$ cat src/rtl/fp_sched_pkg.sv
// Purpose : shared op encodings, default unit latencies and reservation slot type for the FP issue scheduler.
// Latency : n/a (types and constants only).
// Backpressure: n/a.
package fp_sched_pkg;

   typedef enum logic [1:0] {
      FP_OP_ADD = 2'd0,
      FP_OP_MUL = 2'd1,
      FP_OP_DIV = 2'd2,
      FP_OP_RSV = 2'd3
   } fp_op_e;

   localparam int FP_ADD_LAT_DEF = 2;
   localparam int FP_MUL_LAT_DEF = 4;
   localparam int FP_DIV_LAT_DEF = 8;

   // One write-port reservation: which register gets written, by which unit.
   typedef struct packed {
      logic       valid;
      logic [4:0] dst;
      logic [1:0] unit;
   } resv_slot_t;

endpackage

$ cat src/rtl/fp_wb_slot_shifter.sv
// Purpose : DEPTH-deep reservation array for the shared FP write port; slot[0] is the current writeback.
// Latency : an entry inserted at index i reaches slot[0] i cycles after the insert edge.
// Backpressure: none; the caller must only insert into a slot that is free after the shift.
// Ports   : clk, rst_n; ins_en/ins_idx/ins_slot insert one reservation per cycle;
//           head = slot[0]; slot_vld = per-slot valid bits (for port-conflict lookahead).
module fp_wb_slot_shifter
   import fp_sched_pkg::*;
#(
   parameter int DEPTH = FP_DIV_LAT_DEF,
   parameter int IW    = $clog2(DEPTH)
) (
   input  logic             clk,
   input  logic             rst_n,
   input  logic             ins_en,
   input  logic [IW-1:0]    ins_idx,
   input  resv_slot_t       ins_slot,
   output resv_slot_t       head,
   output logic [DEPTH-1:0] slot_vld
);

   resv_slot_t slot [DEPTH];

   // Shift toward slot[0] every cycle; the insert is applied after the shift
   // so it lands in the position it will hold for the coming cycle.
   always_ff @(posedge clk or negedge rst_n) begin
      if (!rst_n) begin
         for (int k = 0; k < DEPTH; k++) slot[k] <= '0;
      end else begin
         for (int k = 0; k < DEPTH - 1; k++) slot[k] <= slot[k+1];
         slot[DEPTH-1] <= '0;
         if (ins_en) slot[ins_idx] <= ins_slot;
      end
   end

   always_comb begin
      for (int k = 0; k < DEPTH; k++) slot_vld[k] = slot[k].valid;
   end

   assign head = slot[0];

   // An insert over a reservation that is still live after the shift would
   // mean two writebacks in one cycle.
   logic collide;
   always_comb begin
      collide = 1'b0;
      if (ins_en && (int'(ins_idx) < DEPTH - 1)) collide = slot_vld[ins_idx + 1'b1];
   end

   a_one_wb_per_cycle: assert property (@(posedge clk) disable iff (!rst_n) !collide);

endmodule

$ cat src/rtl/fp_issue_scheduler.sv
// Purpose : FP scoreboard + issue scheduler for ADD/MUL/DIV sharing one FP register-file write port.
// Latency : stall/fp_issue combinational from ID; an op issued in cycle t writes back in t+L(op).
// Backpressure: stall on RAW/WAW/divider-busy/write-port conflict; id_hold blocks issue but not stall.
// Ports   : clk, rst_n; id_valid/id_op/id_fs/id_ft/id_use_ft/id_fd/id_hold from ID;
//           stall, fp_issue to the pipeline; wb_valid/wb_reg/wb_unit to the FP RF; div_busy, fp_idle status.
module fp_issue_scheduler
   import fp_sched_pkg::*;
#(
   parameter int ADD_LAT = FP_ADD_LAT_DEF,
   parameter int MUL_LAT = FP_MUL_LAT_DEF,
   parameter int DIV_LAT = FP_DIV_LAT_DEF
) (
   input  logic       clk,
   input  logic       rst_n,
   input  logic       id_valid,
   input  logic [1:0] id_op,
   input  logic [4:0] id_fs,
   input  logic [4:0] id_ft,
   input  logic       id_use_ft,
   input  logic [4:0] id_fd,
   input  logic       id_hold,
   output logic       stall,
   output logic       fp_issue,
   output logic       wb_valid,
   output logic [4:0] wb_reg,
   output logic [1:0] wb_unit,
   output logic       div_busy,
   output logic       fp_idle
);

   localparam int IW = $clog2(DIV_LAT);

   logic [31:0]        pend;
   logic [IW-1:0]      div_cnt;
   logic [IW-1:0]      ins_idx;
   logic [IW-1:0]      port_idx;
   logic               port_chk;
   logic [DIV_LAT-1:0] slot_vld;
   resv_slot_t         head;
   resv_slot_t         ins_slot;
   logic [31:0]        wb_oh;
   logic [31:0]        epend;
   logic               op_ok;
   logic               raw, waw, strct, port;

   // Reserved encoding behaves as if nothing were in ID.
   assign op_ok = id_valid & (id_op != FP_OP_RSV);

   // Insert position is L-1 (written after the shift); the conflict probe
   // looks at slot[L], which becomes slot[L-1] at the next edge. The divider
   // has L == DIV_LAT, beyond the array, so it never probes.
   always_comb begin
      ins_idx  = '0;
      port_idx = '0;
      port_chk = 1'b0;
      case (id_op)
         FP_OP_ADD: begin
            ins_idx  = IW'(ADD_LAT - 1);
            port_idx = IW'(ADD_LAT);
            port_chk = 1'b1;
         end
         FP_OP_MUL: begin
            ins_idx  = IW'(MUL_LAT - 1);
            port_idx = IW'(MUL_LAT);
            port_chk = 1'b1;
         end
         FP_OP_DIV: ins_idx = IW'(DIV_LAT - 1);
         default:   ;
      endcase
   end

   assign wb_valid = head.valid;
   assign wb_reg   = head.dst;
   assign wb_unit  = head.unit;

   // Write-first register file: this cycle's writeback already resolves its hazard.
   assign wb_oh = wb_valid ? (32'd1 << wb_reg) : 32'd0;
   assign epend = pend & ~wb_oh;

   assign raw      = epend[id_fs] | (id_use_ft & epend[id_ft]);
   assign waw      = epend[id_fd];
   assign strct    = (id_op == FP_OP_DIV) & div_busy;
   assign port     = port_chk & slot_vld[port_idx];
   assign stall    = op_ok & (raw | waw | strct | port);
   assign fp_issue = op_ok & ~stall & ~id_hold;

   assign ins_slot = '{valid: 1'b1, dst: id_fd, unit: id_op};

   fp_wb_slot_shifter #(
      .DEPTH (DIV_LAT),
      .IW    (IW)
   ) u_slots (
      .clk      (clk),
      .rst_n    (rst_n),
      .ins_en   (fp_issue),
      .ins_idx  (ins_idx),
      .ins_slot (ins_slot),
      .head     (head),
      .slot_vld (slot_vld)
   );

   // Set after clear so a same-register issue during writeback keeps the bit.
   always_ff @(posedge clk or negedge rst_n) begin
      if (!rst_n) begin
         pend <= '0;
      end else begin
         pend <= (pend & ~wb_oh) | (fp_issue ? (32'd1 << id_fd) : 32'd0);
      end
   end

   // Counts down DIV_LAT-1 cycles so a new divide can issue on the cycle the
   // previous one writes back.
   always_ff @(posedge clk or negedge rst_n) begin
      if (!rst_n) begin
         div_cnt <= '0;
      end else if (fp_issue && (id_op == FP_OP_DIV)) begin
         div_cnt <= IW'(DIV_LAT - 1);
      end else if (div_cnt != '0) begin
         div_cnt <= div_cnt - 1'b1;
      end
   end

   assign div_busy = (div_cnt != '0);
   assign fp_idle  = ~|pend & ~|slot_vld;

endmodule

$ cat config.mk
export PLATFORM = sky130hd
export DESIGN_NAME = fp_issue_scheduler
export DESIGN_NICKNAME = d
export VERILOG_FILES = /design/src/rtl/fp_sched_pkg.sv /design/src/rtl/fp_wb_slot_shifter.sv /design/src/rtl/fp_issue_scheduler.sv
export SDC_FILE = /design/constraint.sdc
export NUM_CORES = 1
export LEC_CHECK = 0
export CELL_PAD_IN_SITES_DETAIL_PLACEMENT = 0
export CELL_PAD_IN_SITES_GLOBAL_PLACEMENT = 1
export CORE_ASPECT_RATIO = 0.6
export CORE_MARGIN = 1.5
export CORE_UTILIZATION = 47
export CTS_BUF_LIST = sky130_fd_sc_hd__clkbuf_16
export CTS_CLUSTER_SIZE = 28
export DETAILED_ROUTE_END_ITERATION = 8
export GPL_TIMING_DRIVEN = 0
export PLACE_DENSITY_LB_ADDON = 0.25
export SLEW_MARGIN = 15
export SYNTH_ARGS = -nofsm -noshare
export SYNTH_HDL_FRONTEND = slang
export SYNTH_SLANG_ARGS = --single-unit
$ cat constraint.sdc
create_clock -name clk -period 3.75 [get_ports clk]
set_input_delay 0.75 -clock clk [delete_from_list [all_inputs] [get_ports clk]]
set_output_delay 0.75 -clock clk [all_outputs]
set_load 0.1 [all_outputs]
-- Yosys cells after proc, flatten, opt, wreduce, memory -nomap -nowiden
Index checks and enable logic that the tools add are counted.
- output and inout port bits: 12
- input port bits: 22
- word-level logic and storage cells: 85
- register bits after elaboration: 99
- $add $sub $neg: 1
- magnitude comparators: 6
- reduce and logical (&&, ||, !) cells: 10
- bitwise operators: 18
- mux-type cells: 19
- equal/unequal tests: 3
- shift operators: 2
- operator list (operator ; number):
    $bwmux 64 ; 1
    $mux 32 ; 2
    $mux 64 ; 1
    $shl 1x5->32 const A ; 2
    $and 32x32->32 ; 1
    $not 32->32 ; 1
    $or 32x32->32 ; 1
    $reduce_or 32->1 ; 1
    $demux 8 s3 ; 1
    $lt 5x6->1 const B ; 3
    $bmux 1 s5 ; 3
    $pmux 3 s3 ; 1
    $and 1x1->1 ; 8
    $mux 8 ; 1
    $reduce_or 8->1 ; 1
    $mux 3 ; 2
    $pmux 3 s2 ; 1
    $mux 1 ; 5
    $ge 4x4->1 const B ; 1
    $lt 3x4->1 const B ; 1
    $lt 4x1->1 const B ; 1
    $not 3->4 ; 1
    $or 1x1->1 ; 4
    $bmux 1 s3 ; 1
    other kinds (11) ; 14

-- Longest topological paths before layout
Gate-level depths: netlist (run 1).
- depth after elaboration: 17
- gate-level depth with buffers: 12
- depth with buffers taken out: 10

-- Modules after synthesis
From an unflattened synthesis (run 1), not the netlist that was laid out.
- cells, all modules: 539
- area, all modules: 5664.2 µm²
- modules (own cells, without submodules) (module ; area an instance (µm²) ; sequential area each (µm²) ; instances ; cells an instance):
    fp_issue_scheduler ; 3129.3 ; 875.8 ; 1 ; 380
    fp_wb_slot_shifter ; 2534.9 ; 1601.5 ; 1 ; 159

-- Worst setup path after synthesis (run 1)
OpenSTA, ideal clock, no wires.
- path kind: register to output
- start point: reg u_slots.slot (netlist bit u_slots.head[7])
- end point: out stall
- slack: -1.043 ns
- buffers on the path: 2
- required time: 3.000 ns
- stages on the path, launching flop included: 10
- arrival: 4.043 ns
- cells stage by stage: dfrtp_1 > buf_2 > or4b_1 > buf_2 > o21ai_2 > mux4_2 > or3_1 > o211a_1 > nor3b_1 > a31oi_1
- word-level cells in the longest chain between the ends: 11
- elaborated cells on any way between the ends: 18
- those cells by class: mux (9); bitwise (9)
- ends and longest elaborated chain (element ; RTL line ; text):
    from (decl) ; fp_wb_slot_shifter.sv:21 ; resv_slot_t slot [DEPTH];
    from (signal, indexed assignment) ; fp_wb_slot_shifter.sv:31 ; if (ins_en) slot[ins_idx] <= ins_slot;
    $mux 32 ; fp_issue_scheduler.sv:77 ; assign wb_oh = wb_valid ? (32'd1 << wb_reg) : 32'd0;
    $not 32->32 ; fp_issue_scheduler.sv:78 ; assign epend = pend & ~wb_oh;
    $and 32x32->32 ; fp_issue_scheduler.sv:78 ;
    $bmux 1 s5 ; fp_issue_scheduler.sv:80 ; assign raw = epend[id_fs] | (id_use_ft & epend[id_ft]);
    $mux 1 (not written as such) ; fp_issue_scheduler.sv:80 ;
    $and 1x1->1 ; fp_issue_scheduler.sv:80 ;
    $or 1x1->1 ; fp_issue_scheduler.sv:80 ;
    $or 1x1->1 (2 in series) ; fp_issue_scheduler.sv:84 ; assign stall = op_ok & (raw | waw | strct | port);
    $or 1x1->1 (*) ; fp_issue_scheduler.sv:84 ;
    $and 1x1->1 (*) ; fp_issue_scheduler.sv:84 ;
    to (decl) ; fp_issue_scheduler.sv:22 ; output logic stall,
Every way passes the cells marked *; elsewhere a longest branch is shown, timed or not. The select of a mux whose other input is x is not followed.

-- Worst setup path after layout (run 1)
- start point: reg u_slots.slot (netlist bit u_slots.head[4])
- end point: out fp_issue
- word-level cells in the longest chain between the ends: 15
- elaborated cells on any way between the ends: 19
- those cells by class: shift (1); mux (7); bitwise (11)
- ends and longest elaborated chain (element ; RTL line ; text):
    $shl 1x5->32 (*) ; fp_issue_scheduler.sv:77 ;
    $mux 32 (*) ; fp_issue_scheduler.sv:77 ;
    $not 32->32 (*) ; fp_issue_scheduler.sv:78 ;
    $and 32x32->32 (*) ; fp_issue_scheduler.sv:78 ;
    $bmux 1 s5 ; fp_issue_scheduler.sv:80 ;
    $mux 1 (not written as such) ; fp_issue_scheduler.sv:80 ;
    $and 1x1->1 ; fp_issue_scheduler.sv:80 ;
    $or 1x1->1 ; fp_issue_scheduler.sv:80 ;
    $or 1x1->1 (*) (3 in series) ; fp_issue_scheduler.sv:84 ;
    $and 1x1->1 (*) ; fp_issue_scheduler.sv:84 ;
    $not 1->1 (*) ; fp_issue_scheduler.sv:85 ; assign fp_issue = op_ok & ~stall & ~id_hold;
    $and 1x1->1 (*) (2 in series) ; fp_issue_scheduler.sv:85 ;
    to (decl) ; fp_issue_scheduler.sv:23 ; output logic fp_issue,
Marks and branches as above.

==> metrics.cfg, run 1 <==
[sta]
finalHoldViolCount = 0
final-setup-viol-count = 2
timing_worst_slew_pin_value_ns = 0.986
timing.max_slew.rel_slack_pct = 34.1
post-route-period-util_pct = 113
final_period_minus_worst_setup_slack_ns = 4.24
highest_clock_rate_mhz = 236
finClkSkew_ns = 0.00928
setup_ws_ns = -0.494
setup_repair_after_global_routing_missed_its_margin = true
report.final.slew_viol_count = 0

[synthesis]
post_synth_edffs = 0
ys_async_sr_fraction_pct = 100
yosys_warns = 0
synth.net_count = 532
synth_ff_type = sky130_fd_sc_hd__dfrtp_1
syn_area_sq_mm = 0.00511
synth.avg_cell_area_sq_um = 10.2
postSynthCellCount = 502
yosysSeqAreaShare_pct = 48.0
synth_cell_types = 65
yosys_register_bits = 98

[power]
power_density_mw_per_mm2 = 395
worst_ir_drop_vdd_mv = 0.297
design_power_total_mw = 2.44
leakage_dissipation_nw = 2.59

[routing]
average_detailed_routed_wire_length_per_instance_um = 24.2
drt_pass1_iterations = 6
post-route-drc-count = 0
drt-total-wl_um = 16900
dr_total_vias = 4535
route.detailed.vias_per_inst = 6.51
detail-route-antenna-nets = 0
drt_first_iter_violations = 505

[setup_path]
startpoint_type = flip-flop
critical_path.endpoint_type = primary output
timing.rr.start = u_slots.head[4]
critical_path_arrival_ns = 3.49
worst-path-max-fanout = 10
kind_of_critical_path = reg -> out
critPathRequiredTime_ns = 3.00
setup.worst_path.start = u_slots.head[4]

[layout]
fin_area_sq_mm = 0.00618
layout_common_cells = sky130_fd_sc_hd__dfrtp_1 (97), sky130_fd_sc_hd__clkbuf_1 (45), sky130_fd_sc_hd__o21ai_0 (32)
drive_above_1_share_pct = 21.1
n_antenna_cell = 0
instances_no_fill = 697
flow.area_growth_from_synthesis_pct = 20.9
layout_commonest_cell = sky130_fd_sc_hd__dfrtp_1
layout_nets = 583
postLayoutCoreUtil_pct = 58.5
fill_cells = 933

[status]
violations = negative setup slack
run_status = complete, but fails checks

[die]
die_height_um = 83.8
core_region_area_sq_mm = 0.0106
die_width_um = 138
ios = 34
start_util_pct = 48.4
floorplan.die_area_sq_mm = 0.0115
floorplan.rows = 29

[place]
gp_routability_congestion = 0.992
placed_cells_incl_taps = 669
portBuffers = 27
post-dp-hpwl_um = 12500
detailed_place.area_sq_mm = 0.00560
dp_slack_ns = -2.48

[clock_network]
ctsRootBufferMaster = sky130_fd_sc_hd__clkbuf_16
cts-root-to-sink-buffers = 2
cts.reportedPaths.clkPinSlew_ns = 0.08
cts_made_buffers = 9
clk-insertion-delay-late_ns = 0.34
tritoncts = yes
tritoncts_num_sinks = 98
ctsHtreeMaxLevel = 3

[global_route]
grt_pass1_wl_um = 25800
global_route.usage.total_pct = 30.9
global_route.overflow_total = 0
grt_antenna_before_repair = 0
grt_max_degree = 75
grt_pass1_vias = 4234

[flow_run]
max_cap_violations = 0

[hold_path]
worst_hold_path_type = in -> async

[power breakdown]
| group | switching, mW | leakage (nW) | total [mW] | internal, mW |
|---|---|---|---|---|
| Combinational | 0.266 | 1.21 | 0.413 | 0.147 |
| Clock | 0.436 | 0.147 | 0.906 | 0.470 |
| Sequential | 0.0276 | 1.23 | 1.12 | 1.09 |
| Total | 0.730 | 2.59 | 2.44 | 1.71 |
[registers in the layout (all words and copies together), names as in the netlist]
| register | flops |
|---|---|
| pend | 32 |
| div_cnt | 3 |
| u_slots.slot_vld | 6 |
| u_slots.head | 8 |
| u_slots.slot | 49 |
[kinds of logic after synthesis]
group           after synthesis  share of synthesized area [%]
flops                        98                           48.0
mux                          36                           7.94
compound gates              141                           19.6
xor+xnor                      1                          0.171
fa+ha+maj                     8                           1.96
simple gates                132                           14.9
buf+inv                      86                           7.35
[worst max-delay path, cell delays in order (launching register included)]
cell                       delay, ns
sky130_fd_sc_hd__dfrtp_1        0.51
sky130_fd_sc_hd__nand2b_1       0.15
sky130_fd_sc_hd__clkbuf_1       0.36
sky130_fd_sc_hd__buf_2          0.42
sky130_fd_sc_hd__o211ai_1       0.16
sky130_fd_sc_hd__a32o_1         0.23
sky130_fd_sc_hd__nor4_2         0.47
sky130_fd_sc_hd__nor2_1         0.10
sky130_fd_sc_hd__nor4bb_2       0.19
sky130_fd_sc_hd__clkbuf_4       0.22
sky130_fd_sc_hd__and2_4         0.18
sky130_fd_sc_hd__buf_12         0.16
[synth_stat cells, drive strengths merged, types with 4 or more instances]
master	count	area, sq um
a32oi	4	35.0
and3	4	25.0
buf	16	113
clkbuf	54	203
dfrtp	98	2450
ha	8	100
inv	15	56.3
mux2	26	293
mux2i	9	90.1
nand2	22	82.6
nand2b	6	37.5
nand3	12	72.6
nand4	11	90.1
nand4b	5	43.8
nor2	26	97.6
nor2b	4	25.0
nor3	9	45.0
nor3b	4	30.0
nor4	12	75.1
o2111ai	19	166
o211ai	21	158
o21a	6	45.0
o21ai	57	300
o21bai	6	45.0
or2	4	25.0
[metal layers]
metal  share of wire [%]  vias up  routed length [um]  global-route usage, %
met2                  38      285                6490                   38.0
met3                  14       18                2390                   13.8
met4                0.90        0                 152                   5.07
li1                    -     1943                   -                      -
met5                   0        -                   0                      0
met1                  47     2289                7870                   49.1
[path summary, 6_finish.rpt]
kind                                    endpoint  slack [ns]  depth (start not counted)
worst max register to register  u_slots.slot[21]        0.05                         12
worst max-delay path                    fp_issue       -0.49                         11
min in group clk                u_slots.slot[46]        0.43                          1
max in group asynchronous        u_slots.head[7]        2.81                          2
worst min-delay path            u_slots.slot[14]        0.26                          1
worst min register to register  u_slots.slot[46]        0.43                          1
[area by class of cell]
| type | count | area [sq um] | share of cell area, % |
|---|---|---|---|
| Multi-Input combinational cell | 318 | 2410 | 39.1 |
| Tap cell | 139 | 174 | 2.82 |
| Sequential cell | 98 | 2460 | 39.8 |
| Timing Repair Buffer | 40 | 430 | 6.97 |
| Clock buffer | 9 | 225 | 3.65 |
| Buffer | 70 | 332 | 5.37 |
| Clock inverter | 7 | 70.1 | 1.13 |
| Inverter | 16 | 73.8 | 1.20 |
[metrics by stage]
step	TNS [ns]	hold WS, ns
5_1_grt	-1.54	0.266
3_5_place_dp	-75.13	0.411
4_1_cts	-1.11	0.264
2_1_floorplan	-0.258	0.405
3_3_place_gp	-240.81	0.407
6_report	-0.970	0.261
[what timing repair did]
action / in CTS / in global routing
resized for setup: 55 / 51
hold buffers: 0 / 0
buffers inserted: 8 / 5
pin swaps: 7 / 7
endpoints found under the setup margin: 68 / 65
Power figures use the tool's default switching activity.
==> inputs of run 2 (changes only) <==
--- a/config.mk
+++ b/config.mk
@@ -9,10 +9,11 @@
 export CELL_PAD_IN_SITES_GLOBAL_PLACEMENT = 1
 export CORE_ASPECT_RATIO = 0.6
 export CORE_MARGIN = 1.5
-export CORE_UTILIZATION = 47
-export CTS_BUF_LIST = sky130_fd_sc_hd__clkbuf_16
+export CORE_UTILIZATION = 50
+export CTS_BUF_LIST = sky130_fd_sc_hd__clkbuf_4 sky130_fd_sc_hd__clkbuf_8 sky130_fd_sc_hd__clkbuf_16
 export CTS_CLUSTER_SIZE = 28
 export DETAILED_ROUTE_END_ITERATION = 8
+export DONT_BUFFER_PORTS = 1
 export GPL_TIMING_DRIVEN = 0
 export PLACE_DENSITY_LB_ADDON = 0.25
 export SLEW_MARGIN = 15
==> metrics.cfg, run 2 (synthesis gave the netlist of run 1 again) <==
[status]
run_status = complete, but fails checks
violations = negative setup slack

[sta]
finalSetupTns_ns = -1.16
final_period_minus_worst_setup_slack_ns = 4.24
finalHoldViolCount = 0
final-setup-viol-count = 9
timing.max_slew.rel_slack_pct = 31.7
timing_worst_slew_pin_value_ns = 1.02
setup_repair_after_global_routing_missed_its_margin = true
hold_ws_ns = 0.0989
post-route-period-util_pct = 113
setup_ws_ns = -0.491
finClkSkew_ns = 0.00513
report.final.slew_viol_count = 0
highest_clock_rate_mhz = 236

[layout]
layout_commonest_cell = sky130_fd_sc_hd__dfrtp_1
layout_nets = 559
largest_register = u_slots.slot
flow.area_growth_from_synthesis_pct = 15.3
largest_register_ffs = 49
n_antenna_cell = 0
drive_above_1_share_pct = 20.8
fill_cells = 862
instances_no_fill = 669
layout_common_cells = sky130_fd_sc_hd__dfrtp_1 (97), sky130_fd_sc_hd__clkbuf_1 (50), sky130_fd_sc_hd__o21ai_0 (33)

[die]
start_util_pct = 51.7
floorplan.die_area_sq_mm = 0.0109
ios = 34
die_width_um = 133
core_region_area_sq_mm = 0.00988
die_height_um = 81.3
floorplan.rows = 28

[clock_network]
ctsHtreeMaxLevel = 3
ctsRootBufferMaster = sky130_fd_sc_hd__clkbuf_16
post_cts_hold_buffer_count = 0
cts_made_buffers = 9
cts-root-to-sink-buffers = 2
tritoncts = yes
clk-insertion-delay-late_ns = 0.34
cts.reportedPaths.clkPinSlew_ns = 0.06
tritoncts_num_sinks = 98

[setup_path]
worst-path-max-fanout = 8
startpoint_type = flip-flop
regToRegSetupSlack_ns = -0.07
critical_path.endpoint_type = primary output
timing.critical_path.cells = buf_6, buf_4, nand4b_1, buf_4, o211a_1, a2111oi_0, nor4_1, nor2_1, nor4bb_4, buf_4, and2_4
critical_path_arrival_ns = 3.49
critPathRequiredTime_ns = 3.00
critical-path-top-cell-by-count = sky130_fd_sc_hd__buf_4
kind_of_critical_path = reg -> out
cp_slowest_cell = sky130_fd_sc_hd__dfrtp_4
critical_path.max_stage_delay_ns = 0.64

[power]
power.share.combinational_pct = 14.6
power_density_mw_per_mm2 = 412
power.switching_fraction_pct = 27.4
worst_ir_drop_vdd_mv = 0.257
netSwitchingPower_mw = 0.665
power.share.clock_pct = 39.0
p_int_mw = 1.76
leakage_dissipation_nw = 2.46
design_power_total_mw = 2.43
power.sequential.fraction_pct = 46.4

[routing]
dr_total_vias = 4492
post-route-drc-count = 0
average_detailed_routed_wire_length_per_instance_um = 24.0
drt_first_iter_violations = 710
detail-route-antenna-nets = 0
route.detailed.vias_per_inst = 6.71
drt_pass1_iterations = 8
drt-total-wl_um = 16000

[place]
post-dp-hpwl_um = 11300
dp_slack_ns = -0.803
placed_cells_incl_taps = 637
portBuffers = 0
gp_routability_congestion = 1.03

[global_route]
grt_antenna_before_repair = 1
grt_busiest_layer = met1
grt_pass1_wl_um = 24700
grt.met1_usage_pct = 46.0
grt_max_degree = 99
global_route.overflow_total = 0
met3_usage_pct = 14.0
grt.met2_usage_pct = 40.7
global_route.usage.total_pct = 31.3
grt_pass1_vias = 4259

[hold_path]
worst_hold_path_type = in -> async

[flow_run]
max_cap_violations = 0

run 2: cell types whose count changed in the layout (fill, tap and decap cells not counted), sizes merged:
cell	before	now
bufinv	0	1
clkbuf	62	64
clkinv	5	4
inv	18	16
buf	35	33
clkdlybuf4s50	21	0
dlymetal6s2s	1	0
run 2: worst max-delay path, delay by kind of cell (launching register included):
| kind | cells | cell delay [ns] |
|---|---|---|
| buffers and inverters | 4 | 0.67 |
| AOI/OAI and AO/OA | 2 | 0.85 |
| and+or+nand+nor | 5 | 0.99 |
| DFF | 1 | 0.64 |
run 2: power groups by stage:
stage | Clock (mW) | Combinational, mW | Sequential, mW
after floorplan | 0 | 0.249 | 1.13
after global placement | 0 | 0.310 | 1.14
after detailed placement | 0 | 0.314 | 1.14
after CTS | 0.959 | 0.337 | 1.12
after global routing | 1.00 | 0.385 | 1.13
final | 0.947 | 0.355 | 1.12
run 2: metal layers:
metal	share of wire, %	wire length (um)
met1	44	7020
met2	39	6260
met3	15	2370
met4	2.4	386
met5	0	0
run 2: repair_timing:
item,in CTS,in global routing
pin swaps,6,8
setup endpoints to repair,68,46
hold endpoints to repair,0,0
gates cloned,1,0
setup buffers,10,7
resized for setup,31,26
run 2: final timing paths:
path / cells past startpoint / end / startpoint
max reg2reg: 14 / u_slots.slot[53] / u_slots.head[7]
min reg2reg: 1 / u_slots.slot[43] / u_slots.slot[35]
min in group clk: 1 / u_slots.slot[43] / u_slots.slot[35]
max in group asynchronous: 0 / u_slots.head[7] / rst_n
max: 11 / fp_issue / u_slots.head[7]
min: 0 / u_slots.slot[22] / rst_n
run 2: layout make-up:
class                   instances  area (sq um)  share of cell area [%]
clock buffers                  11           246                    4.18
clock inverters                 5          61.3                    1.04
repair buffers                 18           133                    2.25
well taps                     135           169                    2.87
multi-input cells             318          2440                    41.4
inverters                      16          60.1                    1.02
plain buffers                  68           324                    5.50
flip-flops and latches         98          2460                    41.7
run 2: stage by stage:
stage | util [%] | area, sq um
after floorplan | - | 5130
after global placement | 53.6 | 5300
after detailed placement | 53.8 | 5310
after CTS | 58.5 | 5780
after global routing | 59.6 | 5890
final | 59.6 | 5890
==> variant (flow settings as in run 2) <==
The package constant `FP_DIV_LAT_DEF` goes from 8 to 16.
--- a/src/rtl/fp_sched_pkg.sv
+++ b/src/rtl/fp_sched_pkg.sv
@@ -14,3 +14,3 @@
    localparam int FP_MUL_LAT_DEF = 4;
-   localparam int FP_DIV_LAT_DEF = 8;
+   localparam int FP_DIV_LAT_DEF = 16;
 
Function: not settled (the Yosys comparison gave no result); the edit may change what the design does.
==> variant against run 2 <==
  * The flow still finishes with violations (setup timing)
  * Worst setup slack lost 0.77 ns
  * Routed wire length grew 31%
  * Power grew 67%
  * Highest routed layer unchanged
  * Final area is 46% higher
  * Count of clock-buffer cells in the layout rose by 6
  * Clock power rose by 90%
  * Sequential cell count grew 65
  * Area after synthesis is 33% higher
  * Final cell count increased by 23%
==> variant: results <==
{
  "rr_worst_depth": 16,
  "avgViaCountPerCell": 6.513,
  "fin_skew_ns": 0.01065,
  "grt_start_max_net_pins": 164,
  "place_hpwl_um": 14120,
  "crit_slowest_cell": "dfrtp_4",
  "seq_area_frac_synth_pct": 59.92,
  "grt_pass1_wl_um": 31930,
  "largest_reg_flops": 105,
  "violations": "setup timing",
  "synth.area.mux_share_pct": 7.260,
  "fin_tns_setup_ns": -13.88,
  "detailed_place.area_um2": 7078,
  "drt_wl_total_um": 21040,
  "finalCriticalPeriod_ns": 5.007,
  "synth.area.top_cells": "dfrtp_1, o21ai_0, mux2_2, clkbuf_1, mux2i_1",
  "r2r-end": "u_slots.slot[21]$_DFF_PN0_",
  "via_count": 5347,
  "gp_congestion": 0.9978,
  "htree_num_levels": 4,
  "syn_avg_cell_area_um2": 11.64,
  "ir_worst_vdd_v": 0.0002931,
  "syn-num-nets": 615,
  "dr.first_iter.drc_count": 555,
  "leakage_uw": 0.003735,
  "clock_latency_ns": 0.42,
  "grt_use_total_pct": 31.22,
  "setup_viol": 68,
  "dpl_worst_slack_ns": -1.713,
  "synth_compound_area_share_pct": 12.41,
  "holdWs_ns": 0.02349,
  "fillers": 950,
  "switchingPower_uw": 1165,
  "drive_above_1_share_pct": 28.57,
  "timing.final.ws_setup_ns": -1.257,
  "placed_cells_incl_taps": 755,
  "slew-limit-headroom_pct": 17.14,
  "cts_resized": 130,
  "antenna_found_initial": 0,
  "status": "complete, but fails checks",
  "postCtsSetupRepairBufs": 30
}
[variant: changes by cell type after synthesis, moves of 7 or more]
| cell | run 2 | this run |
|---|---|---|
| o31ai_1 | 1 | 17 |
| o2111ai_1 | 19 | 4 |
| a22oi_1 | 0 | 7 |
| mux2i_1 | 9 | 19 |
| o211ai_1 | 21 | 14 |
| dfrtp_1 | 98 | 163 |
[variant: metal layers]
metal	share of wire, %	vias to the layer above	wire [um]	track usage, %
met5	0	-	0	0
met4	1.1	0	238	7.120
met3	15	26	3101	13.62
met2	40	326	8489	41.37
met1	44	2759	9211	46.60
li1	-	2236	-	-
[variant: cell type report]
class	count	area share, %
sequential	163	47.52
multi-input combinational	339	33.02
clock buffer	17	4.952
timing repair buffer	35	4.544
buffer	66	4.326
tap	170	2.476
clock inverter	15	2.461
inverter	16	0.6991
[variant: power groups by stage]
stage	registers, uW	clock network (uW)	logic [uW]
floorplan	1850	0	232
global placement	1860	0	289
detailed placement	1860	0	301
CTS	1830	1820	397
global route	1830	1910	439
finish	1830	1800	417
